File: config.mk
export PLATFORM = sky130hd
export DESIGN_NAME = evb_horner_multi_flat
export DESIGN_NICKNAME = d
export VERILOG_FILES = /design/src/rtl/evb_horner_multi_if.sv /design/src/rtl/evb_horner_multi.sv /design/src/flat_wrapper.sv
export SDC_FILE = /design/constraint.sdc
export NUM_CORES = 1
export LEC_CHECK = 0
export CAP_MARGIN = 20
export CELL_PAD_IN_SITES_DETAIL_PLACEMENT = 1
export CELL_PAD_IN_SITES_GLOBAL_PLACEMENT = 1
export CORE_MARGIN = 2
export CORE_UTILIZATION = 48
export CTS_CLUSTER_DIAMETER = 100
export DETAILED_ROUTE_END_ITERATION = 10
export HOLD_SLACK_MARGIN = 0.15
export PLACE_DENSITY_LB_ADDON = 0.1
export SLEW_MARGIN = 15
export SYNTH_ARGS = -nofsm -noshare
export SYNTH_HDL_FRONTEND = slang
export SYNTH_SLANG_ARGS = --single-unit
export TNS_END_PERCENT = 10
File: constraint.sdc
create_clock -name clk -period 8.2 [get_ports clk]
set_clock_uncertainty 0.2 [all_clocks]
set_input_delay 1.64 -clock clk [delete_from_list [all_inputs] [get_ports clk]]
set_output_delay 1.64 -clock clk [all_outputs]
set_load 0.02 [all_outputs]
File: src/rtl/evb_horner_multi_if.sv
// evb_horner_multi_if: command, S/N/data memory-read and result handshake bundle of evb_horner_multi.
// The master side is the evaluator; the slave side is the decoder/memory/consumer environment.
interface evb_horner_multi_if #(
   parameter int word_size   = 16,
   parameter int result_size = 32,
   parameter int num_poly    = 8,
   parameter int max_degree  = 10,
   parameter int buffer_size = 1024
);
   localparam int PW = (num_poly > 1) ? $clog2(num_poly) : 1;
   localparam int SW = $clog2(num_poly * (max_degree + 1));
   localparam int AW = $clog2(buffer_size);

   logic                   start_evb;
   logic [PW-1:0]          A;
   logic [4:0]             b;
   logic [AW-1:0]          rd_addr_data;
   logic                   en_rd_N;
   logic [PW-1:0]          rd_addr_N;
   logic [4:0]             N_in;
   logic                   en_rd_S;
   logic [SW-1:0]          rd_addr_S;
   logic [word_size-1:0]   c_i;
   logic                   en_rd_data;
   logic [AW-1:0]          rd_addr_x;
   logic [word_size-1:0]   x_in;
   logic [result_size-1:0] result;
   logic [31:0]            status;
   logic                   result_valid;
   logic                   result_ready;
   logic [AW-1:0]          rd_addr_data_updated;
   logic                   done_evb;

   modport master (
      input  start_evb, A, b, rd_addr_data, N_in, c_i, x_in, result_ready,
      output en_rd_N, rd_addr_N, en_rd_S, rd_addr_S, en_rd_data, rd_addr_x,
             result, status, result_valid, rd_addr_data_updated, done_evb
   );

   modport slave (
      output start_evb, A, b, rd_addr_data, N_in, c_i, x_in, result_ready,
      input  en_rd_N, rd_addr_N, en_rd_S, rd_addr_S, en_rd_data, rd_addr_x,
             result, status, result_valid, rd_addr_data_updated, done_evb
   );
endinterface

File: src/rtl/evb_horner_multi.sv
// evb_horner_multi: evaluates polynomial slot A at b consecutive buffer x values by Horner's method.
// Build macro EVB_SATURATE_EN clamps overflowed results to all ones (default: truncated result).
module evb_horner_multi #(
   parameter int word_size   = 16,
   parameter int result_size = 32,
   parameter int num_poly    = 8,
   parameter int max_degree  = 10,
   parameter int buffer_size = 1024
) (
   input  logic               clk,
   input  logic               rst,
   input  logic               rst_instr,
   evb_horner_multi_if.master bus
);
   localparam int PW  = (num_poly > 1) ? $clog2(num_poly) : 1;
   localparam int SW  = $clog2(num_poly * (max_degree + 1));
   localparam int AW  = $clog2(buffer_size);
   localparam int PRW = result_size + word_size;

`ifdef EVB_SATURATE_EN
   localparam bit SAT_EN = 1'b1;
`else
   localparam bit SAT_EN = 1'b0;
`endif

   typedef enum logic [2:0] {
      S_IDLE, S_RD_N, S_CHECK_N, S_RD_X, S_LOAD, S_MAC, S_OUT, S_DONE
   } state_t;

   state_t                 state_q, state_d;
   logic [4:0]             i_q, i_d;
   logic [4:0]             b_q, b_d;
   logic [4:0]             n_q, n_d;
   logic [4:0]             k_q, k_d;
   logic                   err_q, err_d;
   logic                   first_q, first_d;
   logic                   ovf_q, ovf_d;
   logic [result_size-1:0] res_q, res_d;
   logic [31:0]            st_q, st_d;
   logic [AW-1:0]          upd_q, upd_d;
   logic [PW-1:0]          a_q, a_d;
   logic [AW-1:0]          base_q, base_d;
   logic [word_size-1:0]   x_q, x_d;
   logic [result_size-1:0] acc_q, acc_d;

   logic [PRW-1:0]         prod;
   logic [result_size:0]   sum;
   logic                   step_ovf;
   logic [result_size-1:0] acc_nxt;
   logic                   ovf_nxt;

   function automatic logic [SW-1:0] coef_addr(input logic [PW-1:0] a, input logic [4:0] k);
      return SW'(32'(a) * 32'(max_degree + 1) + 32'(k));
   endfunction

   function automatic logic [AW-1:0] wrap_addr(input logic [AW-1:0] base, input logic [4:0] off);
      return AW'((32'(base) + 32'(off)) % 32'(buffer_size));
   endfunction

   function automatic logic [31:0] make_status(input logic [4:0] idx, input logic undef,
                                               input logic ovf);
      return {19'd0, idx, 5'd0, ovf, undef, ~(undef | ovf)};
   endfunction

   function automatic logic [result_size-1:0] final_result(input logic [result_size-1:0] v,
                                                           input logic ovf);
      return (ovf && SAT_EN) ? {result_size{1'b1}} : v;
   endfunction

   // Horner step: any product bit above result_size or a carry out of the add marks overflow
   assign prod     = PRW'(acc_q) * PRW'(x_q);
   assign sum      = {1'b0, prod[result_size-1:0]}
                   + {{(result_size + 1 - word_size){1'b0}}, bus.c_i};
   assign step_ovf = (|prod[PRW-1:result_size]) | sum[result_size];
   assign acc_nxt  = first_q ? result_size'(bus.c_i) : sum[result_size-1:0];
   assign ovf_nxt  = first_q ? 1'b0 : (ovf_q | step_ovf);

   assign bus.result               = res_q;
   assign bus.status               = st_q;
   assign bus.rd_addr_data_updated = upd_q;

   always_comb begin
      state_d          = state_q;
      i_d              = i_q;
      b_d              = b_q;
      n_d              = n_q;
      k_d              = k_q;
      err_d            = err_q;
      first_d          = first_q;
      ovf_d            = ovf_q;
      res_d            = res_q;
      st_d             = st_q;
      upd_d            = upd_q;
      a_d              = a_q;
      base_d           = base_q;
      x_d              = x_q;
      acc_d            = acc_q;
      bus.en_rd_N      = 1'b0;
      bus.rd_addr_N    = '0;
      bus.en_rd_S      = 1'b0;
      bus.rd_addr_S    = '0;
      bus.en_rd_data   = 1'b0;
      bus.rd_addr_x    = '0;
      bus.result_valid = 1'b0;
      bus.done_evb     = 1'b0;

      case (state_q)
         S_IDLE: begin
            if (bus.start_evb) begin
               a_d     = bus.A;
               b_d     = bus.b;
               base_d  = bus.rd_addr_data;
               state_d = S_RD_N;
            end
         end
         S_RD_N: begin
            bus.en_rd_N   = 1'b1;
            bus.rd_addr_N = a_q;
            state_d       = S_CHECK_N;
         end
         S_CHECK_N: begin
            err_d = (bus.N_in == 5'd31) || (32'(bus.N_in) > 32'(max_degree));
            n_d   = bus.N_in;
            i_d   = 5'd0;
            upd_d = wrap_addr(base_q, b_q);
            if (b_q == 5'd0) begin
               state_d = S_DONE;
            end else if (err_d) begin
               res_d   = '0;
               st_d    = make_status(5'd0, 1'b1, 1'b0);
               state_d = S_OUT;
            end else begin
               state_d = S_RD_X;
            end
         end
         S_RD_X: begin
            bus.en_rd_data = 1'b1;
            bus.rd_addr_x  = wrap_addr(base_q, i_q);
            state_d        = S_LOAD;
         end
         S_LOAD: begin
            x_d           = bus.x_in;
            bus.en_rd_S   = 1'b1;
            bus.rd_addr_S = coef_addr(a_q, n_q);
            k_d           = n_q;
            first_d       = 1'b1;
            ovf_d         = 1'b0;
            state_d       = S_MAC;
         end
         S_MAC: begin
            // k_q names the coefficient arriving this cycle; the read for k_q-1 overlaps it
            acc_d   = acc_nxt;
            ovf_d   = ovf_nxt;
            first_d = 1'b0;
            if (k_q != 5'd0) begin
               bus.en_rd_S   = 1'b1;
               bus.rd_addr_S = coef_addr(a_q, k_q - 5'd1);
               k_d           = k_q - 5'd1;
            end else begin
               res_d   = final_result(acc_nxt, ovf_nxt);
               st_d    = make_status(i_q, 1'b0, ovf_nxt);
               state_d = S_OUT;
            end
         end
         S_OUT: begin
            bus.result_valid = 1'b1;
            if (bus.result_ready) begin
               i_d = i_q + 5'd1;
               if (({1'b0, i_q} + 6'd1) < {1'b0, b_q}) begin
                  if (err_q) begin
                     res_d   = '0;
                     st_d    = make_status(i_d, 1'b1, 1'b0);
                     state_d = S_OUT;
                  end else begin
                     state_d = S_RD_X;
                  end
               end else begin
                  state_d = S_DONE;
               end
            end
         end
         S_DONE: begin
            bus.done_evb = 1'b1;
            state_d      = S_IDLE;
         end
         default: state_d = S_IDLE;
      endcase

      if (!rst_instr) begin
         state_d = S_IDLE;
      end
   end

   always_ff @(posedge clk or negedge rst) begin
      if (!rst) begin
         state_q <= S_IDLE;
         i_q     <= '0;
         b_q     <= '0;
         n_q     <= '0;
         k_q     <= '0;
         err_q   <= 1'b0;
         first_q <= 1'b0;
         ovf_q   <= 1'b0;
         res_q   <= '0;
         st_q    <= '0;
         upd_q   <= '0;
      end else begin
         state_q <= state_d;
         i_q     <= i_d;
         b_q     <= b_d;
         n_q     <= n_d;
         k_q     <= k_d;
         err_q   <= err_d;
         first_q <= first_d;
         ovf_q   <= ovf_d;
         res_q   <= res_d;
         st_q    <= st_d;
         upd_q   <= upd_d;
      end
   end

   always_ff @(posedge clk) begin
      a_q    <= a_d;
      base_q <= base_d;
      x_q    <= x_d;
      acc_q  <= acc_d;
   end
endmodule
File: src/flat_wrapper.sv
// flat-port wrapper written by rule: the top's interface ports become plain ports
module evb_horner_multi_flat 
#(
   parameter int word_size   = 16,
   parameter int result_size = 32,
   parameter int num_poly    = 8,
   parameter int max_degree  = 10,
   parameter int buffer_size = 1024
)
  (clk, rst, rst_instr, bus_start_evb, bus_A, bus_b, bus_rd_addr_data, bus_N_in, bus_c_i, bus_x_in, bus_result_ready, bus_en_rd_N, bus_rd_addr_N, bus_en_rd_S, bus_rd_addr_S, bus_en_rd_data, bus_rd_addr_x, bus_result, bus_status, bus_result_valid, bus_rd_addr_data_updated, bus_done_evb);
  evb_horner_multi_if #(.word_size(word_size), .result_size(result_size), .num_poly(num_poly), .max_degree(max_degree), .buffer_size(buffer_size)) bus_i ();
  input  logic clk;
  input  logic rst;
  input  logic rst_instr;
  input wire logic [$bits(bus_i.start_evb)-1:0] bus_start_evb;
  input wire logic [$bits(bus_i.A)-1:0] bus_A;
  input wire logic [$bits(bus_i.b)-1:0] bus_b;
  input wire logic [$bits(bus_i.rd_addr_data)-1:0] bus_rd_addr_data;
  input wire logic [$bits(bus_i.N_in)-1:0] bus_N_in;
  input wire logic [$bits(bus_i.c_i)-1:0] bus_c_i;
  input wire logic [$bits(bus_i.x_in)-1:0] bus_x_in;
  input wire logic [$bits(bus_i.result_ready)-1:0] bus_result_ready;
  output wire logic [$bits(bus_i.en_rd_N)-1:0] bus_en_rd_N;
  output wire logic [$bits(bus_i.rd_addr_N)-1:0] bus_rd_addr_N;
  output wire logic [$bits(bus_i.en_rd_S)-1:0] bus_en_rd_S;
  output wire logic [$bits(bus_i.rd_addr_S)-1:0] bus_rd_addr_S;
  output wire logic [$bits(bus_i.en_rd_data)-1:0] bus_en_rd_data;
  output wire logic [$bits(bus_i.rd_addr_x)-1:0] bus_rd_addr_x;
  output wire logic [$bits(bus_i.result)-1:0] bus_result;
  output wire logic [$bits(bus_i.status)-1:0] bus_status;
  output wire logic [$bits(bus_i.result_valid)-1:0] bus_result_valid;
  output wire logic [$bits(bus_i.rd_addr_data_updated)-1:0] bus_rd_addr_data_updated;
  output wire logic [$bits(bus_i.done_evb)-1:0] bus_done_evb;
  assign bus_i.start_evb = bus_start_evb;
  assign bus_i.A = bus_A;
  assign bus_i.b = bus_b;
  assign bus_i.rd_addr_data = bus_rd_addr_data;
  assign bus_i.N_in = bus_N_in;
  assign bus_i.c_i = bus_c_i;
  assign bus_i.x_in = bus_x_in;
  assign bus_i.result_ready = bus_result_ready;
  assign bus_en_rd_N = bus_i.en_rd_N;
  assign bus_rd_addr_N = bus_i.rd_addr_N;
  assign bus_en_rd_S = bus_i.en_rd_S;
  assign bus_rd_addr_S = bus_i.rd_addr_S;
  assign bus_en_rd_data = bus_i.en_rd_data;
  assign bus_rd_addr_x = bus_i.rd_addr_x;
  assign bus_result = bus_i.result;
  assign bus_status = bus_i.status;
  assign bus_result_valid = bus_i.result_valid;
  assign bus_rd_addr_data_updated = bus_i.rd_addr_data_updated;
  assign bus_done_evb = bus_i.done_evb;
  evb_horner_multi #(.word_size(word_size), .result_size(result_size), .num_poly(num_poly), .max_degree(max_degree), .buffer_size(buffer_size)) u_core (.clk(clk), .rst(rst), .rst_instr(rst_instr), .bus(bus_i));
endmodule
==> results of run 1 <==
-- state kept, by name, indices dropped and copies added, names as in the netlist --
name,flops
u_core.a_q,3
u_core.acc_q,32
u_core.b_q,5
u_core.base_q,10
u_core.bus.rd_addr_data_updated,10
u_core.bus.result,32
u_core.bus.status,8
u_core.err_q,1
u_core.first_q,1
u_core.i_q,5
u_core.k_q,5
u_core.n_q,5
u_core.ovf_q,1
u_core.state_q,3
u_core.x_q,16
-- synth_stat cells, types with 3 or more instances --
| library cell | n |
|---|---|
| xor2_1 | 35 |
| nor2b_1 | 11 |
| o21ai_2 | 3 |
| o22ai_1 | 10 |
| o21ai_0 | 111 |
| clkbuf_1 | 105 |
| mux2i_1 | 7 |
| a22oi_1 | 6 |
| o31ai_1 | 8 |
| a41oi_1 | 4 |
| fa_1 | 424 |
| nand2_1 | 417 |
| mux2_2 | 3 |
| o21bai_1 | 12 |
| a21boi_0 | 3 |
| buf_4 | 27 |
| o41ai_1 | 4 |
| ha_1 | 168 |
| a22o_1 | 14 |
| a211oi_1 | 13 |
| nand2b_1 | 17 |
| xnor2_1 | 55 |
| edfxtp_1 | 61 |
| nand3_1 | 17 |
| or3_1 | 5 |
| a21oi_1 | 91 |
| and3_1 | 9 |
| nor4_1 | 5 |
| o21ai_1 | 6 |
| and2_1 | 266 |
| nand4_1 | 15 |
| nor2_1 | 93 |
| a31oi_1 | 7 |
| buf_6 | 4 |
| a21o_1 | 29 |
| nor3_1 | 19 |
| or4_1 | 3 |
| dfrtp_1 | 76 |
| a211o_1 | 3 |
| o211ai_1 | 5 |
| nand3b_1 | 3 |
| o21a_1 | 9 |
| inv_1 | 480 |
-- placed cells by master, fill, tap and decap left out, drive strengths merged, types with 12 or more instances in the layout --
cell / synthesis / layout
nand4: 16 / 16
nor2: 93 / 93
edfxtp: 61 / 61
clkdlybuf4s50: 0 / 133
ha: 168 / 168
a21o: 29 / 29
nand2b: 17 / 17
xnor2: 56 / 56
a21oi: 93 / 93
nand2: 418 / 418
xor2: 35 / 35
a22o: 14 / 14
and2: 266 / 266
nor3: 20 / 20
o21bai: 13 / 13
dfrtp: 76 / 76
nor2b: 12 / 12
buf: 33 / 94
fa: 424 / 424
nand3: 17 / 17
conb: 1 / 24
clkbuf: 108 / 19
o21ai: 120 / 120
a211oi: 13 / 13
inv: 481 / 491
-- worst max-delay path: stages, from the launching register on --
cell,delay [ns]
edfxtp_1,0.53
buf_4,0.32
buf_4,0.21
nand2_1,0.09
fa_1,0.51
inv_1,0.06
fa_1,0.49
fa_1,0.61
fa_1,0.45
fa_1,0.50
inv_1,0.05
fa_1,0.53
inv_1,0.09
ha_1,0.38
nand2_1,0.23
nor2_1,0.36
nor3_1,0.08
a211o_1,0.27
a311o_1,0.33
or3b_1,0.44
and4bb_2,0.40
nand4_2,0.15
o21ai_2,0.24
o31ai_2,0.10
a22o_1,0.22
-- worst max path at each step --
stage / startpoint / to / slack, ns / cells past startpoint
finish: u_core.x_q[8] / u_core.bus.status[0] / 0.23 / 24
global route: u_core.x_q[4] / u_core.acc_q[27] / -0.02 / 30
CTS: u_core.x_q[2] / u_core.bus.status[2] / 0.14 / 23
detailed placement: u_core.x_q[8] / u_core.bus.status[0] / 0.24 / 22
global placement: u_core.x_q[2] / u_core.bus.status[0] / 0.32 / 23
floorplan: u_core.acc_q[7] / u_core.acc_q[27] / 1.08 / 29
-- kinds of logic (layout without fill, tap and decap cells) --
logic type               Yosys count  in the layout  share of synthesized area
AND/OR/NAND/NOR                  896            896                     0.1780
buffers and inverters            622            740                     0.1018
adder cells (fa/ha/maj)          592            592                     0.4349
AO/OA/AOI/OAI                    363            363                    0.09445
flip-flops                       137            137                     0.1533
XOR/XNOR                          91             91                    0.03304
multiplexers                      10             10                   0.004265
other                              1             25                  0.0001540
-- routing by layer --
layer | up-vias | GRT usage | share of wire
met5 | - | 0 | 0.00015
met4 | 2 | 0.08868 | 0.027
met3 | 106 | 0.04146 | 0.046
met2 | 443 | 0.5006 | 0.49
met1 | 9957 | 0.3945 | 0.44
li1 | 8631 | - | -
-- through the flow --
stage                     TNS (ns)  instance area [um^2]
after floorplan                  0                 24440
after global placement           0                 26550
after detailed placement         0                 26550
after CTS                        0                 27160
after global routing      -0.01657                 27440
final                            0                 27440
-- cell type report --
type | instances | area (um^2) | share of cell area
Tap cell | 672 | 840.8 | 0.03065
Clock buffer | 19 | 475.5 | 0.01733
Multi-Input combinational cell | 1976 | 18260 | 0.6655
Sequential cell | 137 | 3734 | 0.1361
Timing Repair Buffer | 227 | 2181 | 0.07949
Antenna cell | 1 | 2.502 | 0.00009121
Clock inverter | 13 | 138.9 | 0.005062
Inverter | 481 | 1805 | 0.06581
-- timing repair --
item / in CTS / in global routing
setup buffers: 0 / 18
gates resized for setup: 0 / 8
setup endpoints to repair: 0 / 11
==> summary.txt, run 1 <==
Num ports: 159
WP data arrival: 8.12 ns
FILL cells: 5884
Register area share after synthesis: 0.1533
Hold-fix buffers, CTS: 0
RD Place Congestion: 0.9207
Worst Path Max Fanout: 17
Area contributors post-synth: fa_1 35%, ha_1 8.6%, dfrtp_1 7.8%, edfxtp_1 7.5%, inv_1 7.4%
Die H: 229.2 um
Site Rows: 82
Highest clock rate: 125.5 MHz
DRC viols: 0
Initial antenna violation count: 2
# H-tree levels: 4
CTS tree: yes
Worst R2R Start: u_core.x_q[8]
Fin crit share: 0.9721
Outcome: finished clean
Layout area overhead: 12.67%
Max Cap Viol: 0
Die width: 229.2 um
Relative slew slack: 0.3763
Vias in the first global route: 21810
Initial Utilization: 0.4863
Hold Path Origin: u_core.bus.result[16]
Final Hold Viols: 0
Worst Hold End: u_core.bus.result[16]
Routed wire length: 74510 um
IO Port Bufs: 134
Worst Tran Pin Value: 0.9355 ns
Final setup margin: 0.2290 ns
Setup crit end kind: flop
Routed Antenna Nets: 0
Min Hold Slack: 0.2846 ns
Drt via density: 5.428
Yosys top cell area share: 0.3486
Core ar.: 50070 um^2
Die area: 52550 um^2
Cell area after synthesis: 24350 um^2
Root Buffer: clkbuf_16
Largest net degree at the start of global routing: 77
Unique cell type count in the Yosys netlist: 84
Max Slew Vio Count: 0
GRT Util Overall: 0.2954
Hold path cells: 2
Global-route wire length before repair: 121000 um
Seq cells post-synth: 137
DRC violation total after the first TritonRoute iteration: 1090
Post-Syn Instances: 2712
WL/cell: 21.13 um
Skew-Pair Late Insertion Delay: 0.46 ns
CTS Buf Count: 17
Placement Setup Slack: 0.2401 ns
Reg2reg path depth: 24
Clock sinks: 137
Syn Area/Cell: 8.978 um^2
Critical Path RT: 8.35 ns
Ys flop type: dfrtp_1
Max Buffers Root-to-Sink: 2
Fin nets: 3492
CP Class: reg2reg
Asr flop ratio synth: 0.5547
Post-synth EDFFs: 61
Final Non-Filler Cells: 3526
Placed Cells: 3473
GRT overflow: 0
Fin util: 0.5480
CTS clk-pin slew, worst paths: 0.07 ns
Post-DP HPWL: 60990 um
CP Launch Type: flop
Reg2reg end: u_core.bus.status[0]
Area leader, netlist: fa_1
Routed via count: 19140
DRT Pass-1 Iters: 5
Layout cells sized above 1: 0.05643
Worst hold path class: reg2reg
Setup violators final: 0
Min cycle time layout: 7.971 ns
R2r setup slk: 0.23 ns
Synth Warn #: 0
Power of run 1 is left out: the tool's default activity adds up to more than one toggle a clock period on the data nets, which glitch-free logic cannot reach.
==> run 2: changes to the inputs <==
--- a/config.mk
+++ b/config.mk
@@ -5,7 +5,7 @@
 export SDC_FILE = /design/constraint.sdc
 export NUM_CORES = 1
 export LEC_CHECK = 0
-export CAP_MARGIN = 20
+export CAP_MARGIN = 0
 export CELL_PAD_IN_SITES_DETAIL_PLACEMENT = 1
 export CELL_PAD_IN_SITES_GLOBAL_PLACEMENT = 1
 export CORE_MARGIN = 2
==> summary.txt, run 2 (synthesis gave the netlist of run 1 again) <==
Relative slew slack: 0.2106
DRC violation total after the first TritonRoute iteration: 1097
Fin util: 0.5469
Worst Tran Pin Value: 1.183 ns
CP Class: reg2reg
Layout cells sized above 1: 0.05577
Hold-fix buffers, CTS: 0
Setup TNS Final: 0 ns
Commonest cells after routing, fill and taps aside: 480 x inv_1, 424 x fa_1, 417 x nand2_1
Clock sinks: 137
Reg2reg end: u_core.bus.status[0]
Multi-input combinational cell area: 18260 um^2
Setup crit end kind: flop
Routed wire length: 74360 um
Routed via count: 19160
Critical Path RT: 8.40 ns
Reg2reg path depth: 23
Outcome: finished clean
R2r setup slk: 0.23 ns
RD Place Congestion: 0.9207
WP data arrival: 8.17 ns
# H-tree levels: 4
Reg area: 3734 um^2
Capture point of the critical path: u_core.bus.status[0]
Worst Path Max Fanout: 17
Num ports: 159
Max Cap Viol: 0
Site Rows: 82
Initial Utilization: 0.4863
Worst hold path class: reg2reg
CTS tree: yes
CP Launch Type: flop
Core ar.: 50070 um^2
Die H: 229.2 um
Root Buffer: clkbuf_16
GRT Util Overall: 0.2954
Vias in the first global route: 21810
Die width: 229.2 um
Crit path launch: u_core.x_q[8]
Largest net degree at the start of global routing: 77
Initial antenna violation count: 2
Post-DP HPWL: 60990 um
CTS clk-pin slew, worst paths: 0.07 ns
FILL cells: 5892
Worst R2R Start: u_core.x_q[8]
DRT Pass-1 Iters: 4
Max Buffers Root-to-Sink: 2
Routed Antenna Nets: 0
WL/cell: 21.10 um
Skew-Pair Late Insertion Delay: 0.46 ns
DRC viols: 0
Global-route wire length before repair: 121000 um
Fin crit share: 0.9722
Layout area overhead: 12.45%
Final Hold Viols: 0
CTS Buf Count: 17
Setup violators final: 0
Die area: 52550 um^2
Hold Path Origin: u_core.bus.rd_addr_data_updated[7]
Drt via density: 5.436
Min cycle time layout: 7.972 ns
Highest clock rate: 125.4 MHz
GRT overflow: 0
Commonest non-fill, non-tap cell in the layout: inv_1
Fin nets: 3490
IO Port Bufs: 134
Max Slew Vio Count: 0
## run 2: cell count changes in the layout (fill, tap and decap cells not counted)
| cell | previous run | this run |
|---|---|---|
| buf_16 | 2 | 0 |
## run 2: how the worst min path moves through the flow
| stage | end | slack [ns] | cells past startpoint |
|---|---|---|---|
| 5_1_grt | u_core.bus.rd_addr_data_updated[8] | 0.32 | 2 |
| 6_report | u_core.bus.rd_addr_data_updated[7] | 0.29 | 2 |
| 3_3_place_gp | u_core.bus.result[19] | 0.26 | 2 |
| 3_5_place_dp | u_core.bus.rd_addr_data_updated[3] | 0.27 | 2 |
| 2_1_floorplan | u_core.ovf_q | 0.26 | 2 |
| 4_1_cts | u_core.bus.result[16] | 0.29 | 2 |
## run 2: critical path, stage by stage (launching register included)
cell	delay [ns]
edfxtp_1	0.52
buf_4	0.32
buf_4	0.21
nand2_1	0.09
fa_1	0.51
inv_1	0.06
fa_1	0.49
fa_1	0.61
fa_1	0.45
fa_1	0.50
inv_1	0.05
fa_1	0.54
inv_1	0.09
ha_1	0.38
nand2_1	0.23
or4_1	0.59
o41a_1	0.42
a21boi_1	0.21
o21ai_1	0.09
a221oi_2	0.26
nand4_1	0.13
or3_1	0.44
o31ai_2	0.34
a22o_1	0.17
## run 2: routing by layer
metal	track usage	up-vias	part of all wire
met1	0.3945	9985	0.43
met5	0	-	0.00015
met3	0.04146	105	0.046
met2	0.5006	439	0.49
met4	0.08868	2	0.026
li1	-	8624	-
## run 2: repair_timing
item | in CTS | in global routing
gates resized for setup | 0 | 8
endpoints found under the setup margin | 0 | 11
buffers inserted | 0 | 18
## run 2: final cells by class
class | count | area share
Sequential cell | 137 | 0.1364
Timing Repair Buffer | 225 | 0.07764
Clock inverter | 13 | 0.005072
Antenna cell | 1 | 0.00009140
Clock buffer | 19 | 0.01737
Inverter | 481 | 0.06594
Multi-Input combinational cell | 1976 | 0.6668
Tap cell | 672 | 0.03071
## run 2: metrics by stage
stage | area [um^2] | hold WS (ns) | instances | worst slack, ns
detailed placement | 26550 | 0.2732 | 3473 | 0.2401
global placement | 26550 | 0.2615 | 3473 | 0.3199
floorplan | 24440 | 0.2580 | 2735 | 1.081
finish | 27380 | 0.2854 | 3524 | 0.2281
CTS | 27160 | 0.2902 | 3505 | 0.1363
global route | 27380 | 0.3161 | 3524 | -0.01657
Power of run 2 is left out for the same reason.
==> run 3: changes to the inputs <==
--- a/config.mk
+++ b/config.mk
@@ -11,6 +11,7 @@
 export CORE_MARGIN = 2
 export CORE_UTILIZATION = 48
 export CTS_CLUSTER_DIAMETER = 100
+export CTS_CLUSTER_SIZE = 25
 export DETAILED_ROUTE_END_ITERATION = 10
 export HOLD_SLACK_MARGIN = 0.15
 export PLACE_DENSITY_LB_ADDON = 0.1
==> results of run 3 <==
Final layout, timing and power as in run 2 (identical DEF).
Power of run 3 is left out for the same reason.
